## src/rtl/mfp_ahb_gpio_ext.sv

```systemverilog
// mfp_ahb_gpio_ext: parametrised AHB-Lite GPIO slave with debounced inputs, LED set/clear, edge status and IRQ
//   HCLK/HRESET     : clock, synchronous active-high reset
//   HADDR..HSEL     : AHB-Lite slave inputs (HADDR is a word index)
//   HRDATA          : registered read data
//   IO_Switch/IO_PB : raw asynchronous inputs
//   IO_LED          : LED drive
//   IRQ             : registered level interrupt

// mfp_ahb_gpio_db: 2-flop synchroniser plus 3-sample agreement debouncer
//   tick : sample strobe; d : raw input; q : debounced; qd : q delayed one cycle
module mfp_ahb_gpio_db #(parameter int W = 1) (
  input  logic         HCLK,
  input  logic         HRESET,
  input  logic         tick,
  input  logic [W-1:0] d,
  output logic [W-1:0] q,
  output logic [W-1:0] qd
);
  logic [W-1:0] s1, s2, h0, h1, agree;
  // The three history entries are the incoming sample and the two previous ones,
  // so the debounced bit moves on the same tick that the third agreeing sample arrives.
  assign agree = ~(s2 ^ h0) & ~(h0 ^ h1);
  always_ff @(posedge HCLK)
    if (HRESET) begin
      s1 <= '0;
      s2 <= '0;
      h0 <= '0;
      h1 <= '0;
      q  <= '0;
      qd <= '0;
    end else begin
      s1 <= d;
      s2 <= s1;
      qd <= q;
      if (tick) begin
        h0 <= s2;
        h1 <= h0;
        q  <= (agree & s2) | (~agree & q);
      end
    end
endmodule

module mfp_ahb_gpio_ext #(
  parameter int N_LED    = 16,
  parameter int N_SW     = 16,
  parameter int N_PB     = 5,
  parameter int DB_COUNT = 50000
) (
  input  logic             HCLK,
  input  logic             HRESET,
  input  logic [3:0]       HADDR,
  input  logic [1:0]       HTRANS,
  input  logic [31:0]      HWDATA,
  input  logic             HWRITE,
  input  logic             HSEL,
  output logic [31:0]      HRDATA,
  input  logic [N_SW-1:0]  IO_Switch,
  input  logic [N_PB-1:0]  IO_PB,
  output logic [N_LED-1:0] IO_LED,
  output logic             IRQ
);
  localparam int CW = DB_COUNT > 1 ? $clog2(DB_COUNT) : 1;
  logic [3:0]      addr_d;
  logic [1:0]      trans_d;
  logic            write_d, sel_d, we, tick;
  logic [CW-1:0]   cnt;
  logic [N_SW-1:0] sw_q, sw_qd, sw_edge, sw_ie, sw_clr;
  logic [N_PB-1:0] pb_q, pb_qd, pb_edge, pb_ie, pb_clr;
  logic [N_LED-1:0] wl, led_n;
  logic [31:0]     rd;
  assign we    = sel_d & write_d & (trans_d != 2'b00);
  assign tick  = cnt == CW'(DB_COUNT - 1);
  assign wl    = HWDATA[N_LED-1:0];
  assign sw_clr = we && addr_d == 4'd7 ? HWDATA[N_SW-1:0] : '0;
  assign pb_clr = we && addr_d == 4'd5 ? HWDATA[N_PB-1:0] : '0;
  mfp_ahb_gpio_db #(.W(N_SW)) u_sw (.HCLK, .HRESET, .tick, .d(IO_Switch), .q(sw_q), .qd(sw_qd));
  mfp_ahb_gpio_db #(.W(N_PB)) u_pb (.HCLK, .HRESET, .tick, .d(IO_PB), .q(pb_q), .qd(pb_qd));
  always_comb begin
    led_n = !we              ? IO_LED :
            addr_d == 4'd0   ? wl :
            addr_d == 4'd3   ? IO_LED | wl :
            addr_d == 4'd4   ? IO_LED & ~wl : IO_LED;
    case (HADDR)
      4'd0, 4'd3, 4'd4: rd = 32'(IO_LED);
      4'd1:             rd = 32'(sw_q);
      4'd2:             rd = 32'(pb_q);
      4'd5:             rd = 32'(pb_edge);
      4'd6:             rd = 32'(pb_ie);
      4'd7:             rd = 32'(sw_edge);
      4'd8:             rd = 32'(sw_ie);
      default:          rd = '0;
    endcase
  end
  always_ff @(posedge HCLK)
    if (HRESET) begin
      addr_d  <= '0;
      trans_d <= '0;
      write_d <= 1'b0;
      sel_d   <= 1'b0;
      cnt     <= '0;
      IO_LED  <= '0;
      HRDATA  <= '0;
      IRQ     <= 1'b0;
      sw_edge <= '0;
      pb_edge <= '0;
      sw_ie   <= '0;
      pb_ie   <= '0;
    end else begin
      addr_d  <= HADDR;
      trans_d <= HTRANS;
      write_d <= HWRITE;
      sel_d   <= HSEL;
      cnt     <= tick ? '0 : cnt + CW'(1);
      IO_LED  <= led_n;
      HRDATA  <= rd;
      IRQ     <= |(pb_edge & pb_ie) | |(sw_edge & sw_ie);
      // A new edge in the same cycle as its W1C clear survives the clear.
      pb_edge <= (pb_edge & ~pb_clr) | (pb_q & ~pb_qd);
      sw_edge <= (sw_edge & ~sw_clr) | (sw_q ^ sw_qd);
      if (we && addr_d == 4'd6) pb_ie <= HWDATA[N_PB-1:0];
      if (we && addr_d == 4'd8) sw_ie <= HWDATA[N_SW-1:0];
    end
endmodule
```

## config.mk

```make
export PLATFORM = sky130hd
export DESIGN_NAME = mfp_ahb_gpio_ext
export DESIGN_NICKNAME = d
export VERILOG_FILES = /design/src/rtl/mfp_ahb_gpio_ext.sv
export SDC_FILE = /design/constraint.sdc
export NUM_CORES = 1
export LEC_CHECK = 0
export ABC_AREA = 1
export CORE_AREA = 2 2 134 136
export DETAILED_ROUTE_END_ITERATION = 6
export DIE_AREA = 0 0 136 138
export PLACE_DENSITY = 0.77
export SETUP_SLACK_MARGIN = 0.15
export SYNTH_ARGS = -nofsm -noshare
export SYNTH_HDL_FRONTEND = slang
export SYNTH_HIERARCHICAL = 1
export SYNTH_SLANG_ARGS = --single-unit
```

## constraint.sdc

```tcl
create_clock -name HCLK -period 3.15 [get_ports HCLK]
set_clock_uncertainty 0.05 [all_clocks]
set_input_delay 0.4725 -clock HCLK [delete_from_list [all_inputs] [get_ports HCLK]]
set_output_delay 0.4725 -clock HCLK [all_outputs]
set_load 0.05 [all_outputs]
```

Word level (Yosys, flattened, before mapping):

Cells that the tools add are included.

* register bits after elaboration: 241
* output and inout port bits: 49
* word-level logic and storage cells: 94
* bits of input ports: 63

* bitwise operators: 35
* mux-type cells: 6
* add/subtract/negate cells: 1
* reductions and logical operators: 13
* eq/ne operators: 15

Operator list (count)
* 16-bit case mux with 7 select lines: 1
* 16-bit AND: 6
* 16-bit inverter: 5
* 16-bit 2-to-1 mux: 4
* 16-bit OR: 3
* 16-bit XOR: 3
* 4-bit by 3-bit == test with 1-bit output (second input constant): 8
* 5-bit AND: 6
* 5-bit inverter: 5
* 16-bit by 1-bit adder with 16-bit output (second input constant): 1
* 16-bit == test (second input constant): 1
* 16-bit OR reduction: 1
* 4-bit by 2-bit == test with 1-bit output (second input constant): 3
* 5-bit OR: 2
* 5-bit XOR: 2
* 4-bit == test (second input constant): 2
* 4-bit zero test: 2
* 5-bit 2-to-1 mux: 1
* 5-bit OR reduction: 1
* 4-bit by 1-bit == test with 1-bit output (second input constant): 1
* 1-bit logical AND: 4
* 3-bit nonzero test: 1
* 3-bit OR reduction: 1
* 1-bit AND: 2
* other kinds (4): 4

Longest topological paths before layout:

Gate-level depths: netlist of run 1.

* depth in word-level cells: 7
* gate-level depth with buffers: 12
* gate-level depth less buffers: 10

Modules after synthesis:

Netlist of run 1, hierarchy kept.

Modules (own cells, without submodules)
* mfp_ahb_gpio_ext: cells an instance 722, area each 4889.7 sq um, seq. area each 1981.9 sq um, instances 1
* mfp_ahb_gpio_db (u_sw): cells an instance 445, area each 3372.0 sq um, seq. area each 1921.8 sq um, instances 1
* mfp_ahb_gpio_db (u_pb): cells an instance 141, area each 1081.0 sq um, seq. area each 600.6 sq um, instances 1

Worst setup path after synthesis of run 1:

No wires, ideal clock.

* path type: reg2reg
* start: reg cnt[0]
* end: reg u_sw.h0[1]
* buffers on the path: 3
* slack: 979 ps
* library setup time: 122 ps
* stages on the path, launching flop included: 10
* required time: 2978 ps
* data arrival time: 1999 ps
* clock period less this slack: 2171 ps
* cells stage by stage: dfxtp_1 ha_1 nand2_1 nor2_2 nand2_1 nor4_1 buf_2 buf_2 buf_4 o22ai_1

* cells in the longest elaborated chain, start to end: 1

RTL lines
* from (decl): RTL line 66 `logic [CW-1:0] cnt;`
* from (signal assigned): RTL line 113 `cnt <= tick ? '0 : cnt + CW'(1);`
* 16-bit == test: RTL line 72 `assign tick = cnt == CW'(DB_COUNT - 1);`
* via tick: RTL line 65 `logic write_d, sel_d, we, tick;`
* to (signal assigned): RTL line 27 `h0 <= '0;`
* to (signal assigned): RTL line 36 `h0 <= s2;`
* to (decl): RTL line 19 `logic [W-1:0] s1, s2, h0, h1, agree;`

The timed path passes the listed nets, and every way through them passes these cells.
A chain may end at the register's enable or synchronous reset.

Worst setup path after layout of run 1:

* start: reg cnt[0]
* end: reg u_sw.h1[10]

* cells in the longest elaborated chain, start to end: 1

RTL lines
* 16-bit == test: RTL line 72
* via tick: RTL line 65
* to (signal assigned): RTL line 28 `h1 <= '0;`
* to (signal assigned): RTL line 37 `h1 <= h0;`
* to (decl): RTL line 19

The timed path passes the listed nets, and every way through them passes these cells.

==> results of run 1 <==
==> Yosys cell counts, drive strengths merged <==
cell type / count
a21boi: 1
a21oi: 97
a22o: 1
and2: 1
buf: 55
clkbuf: 13
clkinv: 1
conb: 1
dfxtp: 225
ha: 1
inv: 217
nand2: 290
nand3: 143
nand4: 8
nor2: 144
nor3: 3
nor4: 1
o21ai: 77
o22ai: 8
xnor2: 18
xor2: 3
==> logic make-up (layout without fill, tap and decap cells) <==
group / Yosys count / count (layout)
adders and majority gates: 1 / 1
xor gates and xnor gates: 21 / 21
and+or+nand+nor: 590 / 590
buffers and inverters: 286 / 348
other: 1 / 16
DFF: 225 / 225
AOI/OAI and AO/OA: 184 / 184
==> final cells by class <==
cell class	instances	share of cell area [%]
flip-flops and latches	225	40.96
clock buffers	27	5.643
clock inverters	14	1.854
well taps	229	2.605
multi-input cells	812	33.38
repair buffers	89	8.077
inverters	218	7.486
==> per-layer routing <==
layer / up-vias / part of all wire [%] / global-route usage (%) / routed length [um]
met2: 280 / 45 / 34.17 / 9020
li1: 4163 / - / - / -
met4: 0 / 2.6 / 7.456 / 523
met1: 3497 / 46 / 28.98 / 9167
met5: - / 0 / 0 / 0
met3: 41 / 6.4 / 3.007 / 1275
==> power breakdown <==
group	total, W	internal [W]	switching (W)
sequential	0.00290	0.00288	0.0000161
clock	0.00290	0.00182	0.00108
combinational	0.000305	0.0000949	0.000210
==> through the flow <==
step                      worst slack [ns]  hold slack, ns  cells  total power (W)
after global routing                0.4643          0.2709   1614         0.006295
after CTS                           0.7210          0.2579   1614         0.006164
final                               0.7374          0.2791   1614         0.006101
after floorplan                     0.9786          0.3383   1323         0.003169
after global placement              0.8162          0.3391   1573         0.003260
after detailed placement            0.7198          0.3433   1573         0.003262
==> worst paths after layout <==
path                                   from          end  slack [ns]  depth (start not counted)
worst min-delay path                 HRESET  u_sw/s2[14]        0.28                          2
worst min register to register  u_sw/s1[12]  u_sw/s2[12]        0.35                          2
worst max-delay path                 cnt[0]  u_sw/h1[10]        0.74                          8
worst max register to register       cnt[0]  u_sw/h1[10]        0.74                          8
==> worst reg2reg max path, cell delays in order (launching register included) <==
cell	delay (ns)
dfxtp_1	0.39
ha_1	0.20
nand2_1	0.09
nor2_2	0.22
nand2_1	0.13
nor4_2	0.56
clkinv_1	0.44
nand2_1	0.15
a21oi_1	0.07
==> flow_metrics.tcl, run 1 <==
set metrics [dict create \
    synth.top_cells.by_area "dfxtp_1, nand2_1, inv_1, nand3_1, nor2_1" \
    synth_xor_area_share_pct 1.969 \
    grt_pass1_wl_um 33600 \
    drive_gt1_share_pct 4.910 \
    clockRootBuffer "clkbuf_16" \
    tns_ns 0 \
    synth_compound_area_share_pct 10.23 \
    die_x_um 136 \
    wl_um 19990 \
    hold_path_class "in -> reg" \
    synth_fa_ha_area_share_pct 0.1339 \
    crit_family "simple AND/OR/NAND/NOR gates" \
    via_count 7981 \
    synth.avg_cell_area_sq_um 7.143 \
    leakagePower_nw 4.627 \
    status "completed" \
    cts_buffers 23 \
    num_antenna_cells 0 \
    final_antenna_net_count 0 \
    netlist_instances 1308 \
    yosysUniqueCellTypes 31 \
    overflow 0 \
    fin_area_sq_um 11000 \
    critPathSlowestCell "nor4_2" \
    crit_required_ns 3.47 \
    final_util_pct 62.72 \
    synthMuxAreaShare_pct 0 \
    regArea_sq_um 4504 \
    cts_max_path_buffers 3 \
    end_kind "register" \
    vdd_drop_max_v 0.0004386 \
    critPathKind "reg -> reg" \
    routabilityCongestion 0.8899 \
    rsz0062_at_grt "false" \
    tritoncts "done" \
    synth_top_area_cell "dfxtp_1" \
    die_y_um 138 \
    post_cts_buffers 0 \
    htree_levels 1 \
    cts_resized 0 \
    fin_crit_sh_pct 76.59 \
    nets 1433 \
    fmaxAchievable_mhz 414.5 \
    drv_cap 0 \
    area_growth_pct 17.72 \
    tightest_slew_ns 0.9682 \
    coreArea_sq_um 17530 \
    final_common_cell "nand2_1" \
    drc 0 \
    n_fill_cell 1571 \
    ctsHoldBuffers 0 \
    layout_common_cells "nand2_1, dfxtp_1, inv_1, nand3_1, nor2_1" \
    synthSimpleGateAreaFrac_pct 26.25 \
    setup_viol 0 \
    ys_warn_count 6 \
    p_per_area_nw_per_um2 554.8 \
    placed_cell_area_sq_um 10170 \
    hold_violations 0 \
    detailed_place_hpwl_um 13360 \
    grt_max_degree 114 \
    synth.cell_area_sq_um 9343 \
    crit_fanout 9 \
    detail_route.wl_per_cell_um 12.38 \
    dr.pass1.iters 5 \
    vias_per_cell 4.945 \
    path_cells "ha_1, nand2_1, nor2_2, nand2_1, nor4_2, clkinv_1, nand2_1, a21oi_1" \
    dieArea_sq_um 18770 \
    fp-row-count 49 \
    crit_arrival_ns 2.73 \
    crit_top_cell "nand2_1" \
    path_clk_slew_ns 0.06 \
    pin_count 112 \
    insertion_delay_ns 0.50 \
    start_util_pct 53.28 \
    path_buf_inv 1 \
    port_buffers 79 \
    synth_top_family_by_area "simple AND/OR/NAND/NOR gates" \
    synth_top_area_share_pct 48.21 \
    multi_input_comb_area_sq_um 3671 \
    first_iter_violations 641 \
    start_kind "register" \
    cp_slowest_stage_delay_ns 0.56 \
    maxSlewViolCount 0 \
    ys_seq_area_share_pct 48.21 \
    fin_crit_ns 2.413 \
    clock-sinks 225 \
    yosys_register_bits 225 \
    antenna_found_initial 0 \
    grt_pass1_vias 7266 \
    grt_usage_pct 21.18 \
    slew_headroom_pct 35.10 \
]
Note: power is estimated with default switching activity, not from simulation.
==> inputs of run 2 (changes only) <==
--- a/config.mk
+++ b/config.mk
@@ -6,10 +6,10 @@
 export NUM_CORES = 1
 export LEC_CHECK = 0
 export ABC_AREA = 1
-export CORE_AREA = 2 2 134 136
+export CORE_AREA = 2 2 140 142
 export DETAILED_ROUTE_END_ITERATION = 6
-export DIE_AREA = 0 0 136 138
-export PLACE_DENSITY = 0.77
+export DIE_AREA = 0 0 142 144
+export PLACE_DENSITY = 0.74
 export SETUP_SLACK_MARGIN = 0.15
 export SYNTH_ARGS = -nofsm -noshare
 export SYNTH_HDL_FRONTEND = slang
==> constraint.sdc (replaced) <==
create_clock -name HCLK -period 2 [get_ports HCLK]
set_clock_uncertainty 0.05 [all_clocks]
set_input_delay 0.3 -clock HCLK [delete_from_list [all_inputs] [get_ports HCLK]]
set_output_delay 0.3 -clock HCLK [all_outputs]
set_load 0.05 [all_outputs]
==> flow_metrics.tcl, run 2 (same netlist as run 1, synthesis figures left out) <==
set metrics [dict create \
    ctsHoldBuffers 0 \
    num_antenna_cells 0 \
    finalPower_w 0.009653 \
    slew_headroom_pct 50.80 \
    area_growth_pct 22.03 \
    drc 0 \
    routabilityCongestion 0.9560 \
    start_kind "register" \
    coreArea_sq_um 19080 \
    vias_per_cell 4.913 \
    worst_slack_ns 0.1989 \
    antenna_found_initial 0 \
    final_antenna_net_count 0 \
    fin_crit_sh_pct 90.06 \
    pre_cts_slack_ns -0.1757 \
    layoutNonFillerInstCount 1652 \
    tightest_slew_ns 0.7372 \
    cts_buffers 24 \
    vdd_drop_max_v 0.0005450 \
    hold_path_class "in -> reg" \
    critPathKind "reg -> out" \
    cts_max_path_buffers 3 \
    overflow 0 \
    swShare_pct 21.84 \
    crit_family "buffers and inverters" \
    crit_fanout 3 \
    die_x_um 142 \
    fp-row-count 51 \
    dieArea_sq_um 20450 \
    placed_cell_area_sq_um 10390 \
    port_buffers 79 \
    top_usage_layer "met2" \
    path_buf_inv 1 \
    clockRootBuffer "clkbuf_16" \
    status "completed" \
    detail_route.wl_per_cell_um 12.95 \
    pwr-share-clk_pct 47.3 \
    pin_count 112 \
    rsz0062_at_grt "true" \
    fin_area_sq_um 11400 \
    htree_levels 1 \
    multi_input_comb_area_sq_um 3710 \
    start_util_pct 48.97 \
    crit_required_ns 1.65 \
    grt_pass1_vias 7102 \
    crit_arrival_ns 1.45 \
    drive_gt1_share_pct 7.214 \
    regArea_sq_um 4514 \
    wl_um 21390 \
    first_iter_violations 489 \
    path_cells "dlygate4sd2_1" \
    detailed_place_hpwl_um 14200 \
    end_kind "output port" \
    grt_max_degree 90 \
    power_switching_w 0.002108 \
    dr.pass1.iters 5 \
    hold_violations 0 \
    seqPwrFrac_pct 47.3 \
    drv_cap 0 \
    fmaxAchievable_mhz 555.2 \
    die_y_um 144 \
    p_per_area_nw_per_um2 846.7 \
    dp_cells 1598 \
    layout_common_cells "nand2_1, dfxtp_1, inv_1, nand3_1, nor2_1" \
    fin_crit_ns 1.801 \
    leakagePower_nw 4.976 \
    critPathSlowestCell "dlygate4sd2_1" \
    clock-sinks 225 \
    power.combinational.fraction_pct 5.4 \
    insertion_delay_ns 0.50 \
    maxSlewViolCount 0 \
    n_fill_cell 1732 \
    path_clk_slew_ns 0.06 \
    use_met1_pct 28.05 \
    nets 1461 \
    grt_util_met3_pct 2.881 \
    grt_usage_pct 20.09 \
    cp_slowest_stage_delay_ns 0.55 \
    via_count 8117 \
    grt_pass1_wl_um 34040 \
    tritoncts "done" \
    r2r_setup_slack_ns 0.21 \
    setup_viol 0 \
    p_int_w 0.007545 \
    final_common_cell "nand2_1" \
    grt_use_met2_pct 31.68 \
]
-- run 2: changes by cell type in the layout (fill, tap and decap cells not counted), moves of 4 or more --
cell	delta
o21ai_0	-4
o21ai_1	+4
clkdlybuf4s50_1	-33
buf_12	+6
clkbuf_16	+6
dlygate4sd2_1	+33
buf_4	+12
dfxtp_1	-4
clkbuf_1	+5
buf_6	+4
-- run 2: layer usage --
layer  part of all wire, %  vias to the layer above  routed length [um]
met5                     0                        -                   0
met4                   2.7                        0                 573
met3                   6.3                       45                1356
met2                    46                      271                9804
met1                    45                     3586                9655
li1                      -                     4215                   -
-- run 2: area by class of cell --
| type | count | area share [%] |
|---|---|---|
| clock buffer | 35 | 6.168 |
| clock inverter | 8 | 1.065 |
| inverter | 218 | 7.232 |
| multi-input combinational | 812 | 32.54 |
| sequential | 225 | 39.60 |
| tap | 238 | 2.612 |
| timing repair buffer | 116 | 10.79 |
-- run 2: final timing paths --
path | from | endpoint | cells past startpoint
max | register | IO_LED[0] | 1
min | HRESET | sw_edge[7] | 2
max reg2reg | cnt[0] | u_sw/h0[9] | 10
min reg2reg | u_pb/s1[1] | u_pb/s2[1] | 2
-- run 2: what timing repair did --
| item | 4_1_cts | 5_1_grt |
|---|---|---|
| gates resized for setup | 36 | 20 |
| pin swaps | 0 | 1 |
| endpoints found under the setup margin | 65 | 67 |
| cloned | 1 | 4 |
| buffers inserted | 0 | 6 |
-- run 2: stage by stage --
| step | setup TNS, ns | utilization (%) | hold WS, ns |
|---|---|---|---|
| after floorplan | 0 | - | 0.3383 |
| after global placement | -1.254 | 54.45 | 0.3411 |
| after detailed placement | -1.990 | 54.45 | 0.3420 |
| after CTS | 0 | 58.76 | 0.06994 |
| after global routing | 0 | 59.75 | 0.06882 |
| final | 0 | 59.75 | 0.08551 |
-- run 2: power by group through the flow --
stage                     clock network [W]  logic (W)  registers (W)
final                               0.00457   0.000521        0.00456
after floorplan                           0   0.000329        0.00466
after global placement                    0   0.000512        0.00466
after global routing                0.00484   0.000568        0.00457
after detailed placement                  0   0.000514        0.00466
after CTS                           0.00465   0.000515        0.00456
==> inputs of run 3 (changes only) <==
--- a/config.mk
+++ b/config.mk
@@ -6,9 +6,9 @@
 export NUM_CORES = 1
 export LEC_CHECK = 0
 export ABC_AREA = 1
-export CORE_AREA = 2 2 140 142
+export CORE_AREA = 5 5 143 145
 export DETAILED_ROUTE_END_ITERATION = 6
-export DIE_AREA = 0 0 142 144
+export DIE_AREA = 0 0 148 150
 export PLACE_DENSITY = 0.74
 export SETUP_SLACK_MARGIN = 0.15
 export SYNTH_ARGS = -nofsm -noshare
==> flow_metrics.tcl, run 3 (same netlist as run 1, synthesis figures left out) <==
set metrics [dict create \
    status "completed" \
    vias_per_cell 4.887 \
    die_y_um 150 \
    drive_gt1_share_pct 7.486 \
    fp-row-count 51 \
    fmaxAchievable_mhz 550.3 \
    hold_violations 0 \
    port_buffers 79 \
    dr.pass1.iters 6 \
    overflow 0 \
    fin_crit_ns 1.817 \
    pwr-share-clk_pct 47.9 \
    num_antenna_cells 0 \
    setup_viol 0 \
    fin_crit_sh_pct 90.86 \
    hold_path_class "in -> reg" \
    htree_levels 1 \
    critPathKind "reg -> reg" \
    start_kind "register" \
    start_util_pct 48.97 \
    layout_common_cells "nand2_1, dfxtp_1, inv_1, nand3_1, nor2_1" \
    tns_ns 0 \
    pin_count 112 \
    coreArea_sq_um 19080 \
    maxSlewViolCount 0 \
    dieArea_sq_um 22200 \
    via_count 8083 \
    drc 0 \
    leakagePower_nw 5.026 \
    final_antenna_net_count 0 \
    tritoncts "done" \
    grt_pass1_vias 7530 \
    drv_cap 0 \
    cts_buffers 24 \
    detailed_place_hpwl_um 14270 \
    vdd_drop_max_v 0.0005102 \
    pre_cts_slack_ns -0.1669 \
    cts_max_path_buffers 3 \
    crit_required_ns 2.38 \
    wl_um 21100 \
    end_kind "register" \
    critPathLaunch "cnt[0]" \
    worstReg2RegEnd "u_sw/h1[2]" \
    clockRootBuffer "clkbuf_16" \
    seqPwrFrac_pct 46.8 \
    r2r_setup_slack_ns 0.18 \
    final_common_cell "nand2_1" \
    power.combinational.fraction_pct 5.3 \
    tightest_slew_ns 1.156 \
    final_util_pct 60.08 \
    first_iter_violations 538 \
    detail_route.wl_per_cell_um 12.76 \
    crit_fanout 18 \
    routabilityCongestion 0.9371 \
    p_int_w 0.007675 \
    grt_pass1_wl_um 35400 \
    swShare_pct 21.32 \
    rr_startpoint "cnt[0]" \
    nets 1463 \
    power_switching_w 0.002080 \
    insertion_delay_ns 0.51 \
    whs_ns 0.1090 \
    slew_headroom_pct 22.68 \
    area_growth_pct 22.70 \
    rsz0062_at_grt "true" \
    clock-sinks 225 \
    grt_max_degree 60 \
    n_fill_cell 1694 \
    cp-endpoint "u_sw/h1[2]" \
    die_x_um 148 \
    worst_slack_ns 0.1828 \
    p_per_area_nw_per_um2 851.0 \
    finalPower_w 0.009756 \
    crit_arrival_ns 2.20 \
    path_clk_slew_ns 0.06 \
    antenna_found_initial 0 \
    grt_usage_pct 18.71 \
    reg2regPathDepth 10 \
]
==> run 3: critical path: stages, from the launching register on <==
cell,delay (ns)
dfxtp_2,0.35
ha_4,0.16
nand2_4,0.06
nor2_4,0.11
nand2_2,0.09
nor4_4,0.21
buf_6,0.21
buf_12,0.11
buf_16,0.13
o21ai_0,0.13
a21oi_1,0.14
==> run 3: how the worst min path moves through the flow <==
| stage | start | to | cells past startpoint |
|---|---|---|---|
| global route | HRESET | u_sw/s1[2] | 2 |
| CTS | HRESET | u_sw/s1[12] | 2 |
| floorplan | u_pb/s1[0] | u_pb/s2[0] | 2 |
| global placement | u_sw/s1[4] | u_sw/s2[4] | 2 |
| finish | HRESET | u_sw/s1[15] | 2 |
| detailed placement | u_pb/s1[3] | u_pb/s2[3] | 2 |
==> run 3: layer usage <==
layer | routed length [um] | vias to the layer above | global-route usage (%)
met5 | 0 | - | 0
met4 | 414 | 0 | 5.820
met3 | 1648 | 38 | 2.907
met2 | 9713 | 280 | 31.01
met1 | 9325 | 3548 | 25.26
li1 | - | 4217 | -
==> run 3: per-stage QoR <==
step	instance area, sq um	instances
after floorplan	9422	1323
after CTS	11340	1648
after global placement	10380	1600
after global routing	11460	1654
final	11460	1654
after detailed placement	10380	1600
==> run 3: repair_timing <==
| item | in CTS | in global routing |
|---|---|---|
| endpoints found under the hold margin | 0 | 0 |
| hold buffers | 0 | 0 |
| resized for setup | 44 | 16 |
| buffers inserted | 2 | 4 |
| cloned | 3 | 2 |
| setup endpoints to repair | 61 | 63 |
| pin swaps | 3 | 3 |
==> run 3: power groups by stage <==
| stage | sequential, W | clock, W | combinational, W |
|---|---|---|---|
| floorplan | 0.00466 | 0 | 0.000329 |
| global placement | 0.00466 | 0 | 0.000507 |
| detailed placement | 0.00466 | 0 | 0.000509 |
| CTS | 0.00457 | 0.00478 | 0.000515 |
| global route | 0.00457 | 0.00496 | 0.000571 |
| finish | 0.00457 | 0.00467 | 0.000518 |
==> run 3: cell type report <==
class | instances | area, sq um | area share, %
clock inverters | 7 | 113.9 | 0.9932
repair buffers | 118 | 1260 | 10.99
flip-flops and latches | 225 | 4509 | 39.34
inverters | 218 | 823.3 | 7.182
clock buffers | 36 | 747.0 | 6.516
multi-input cells | 812 | 3712 | 32.38
well taps | 238 | 297.8 | 2.598
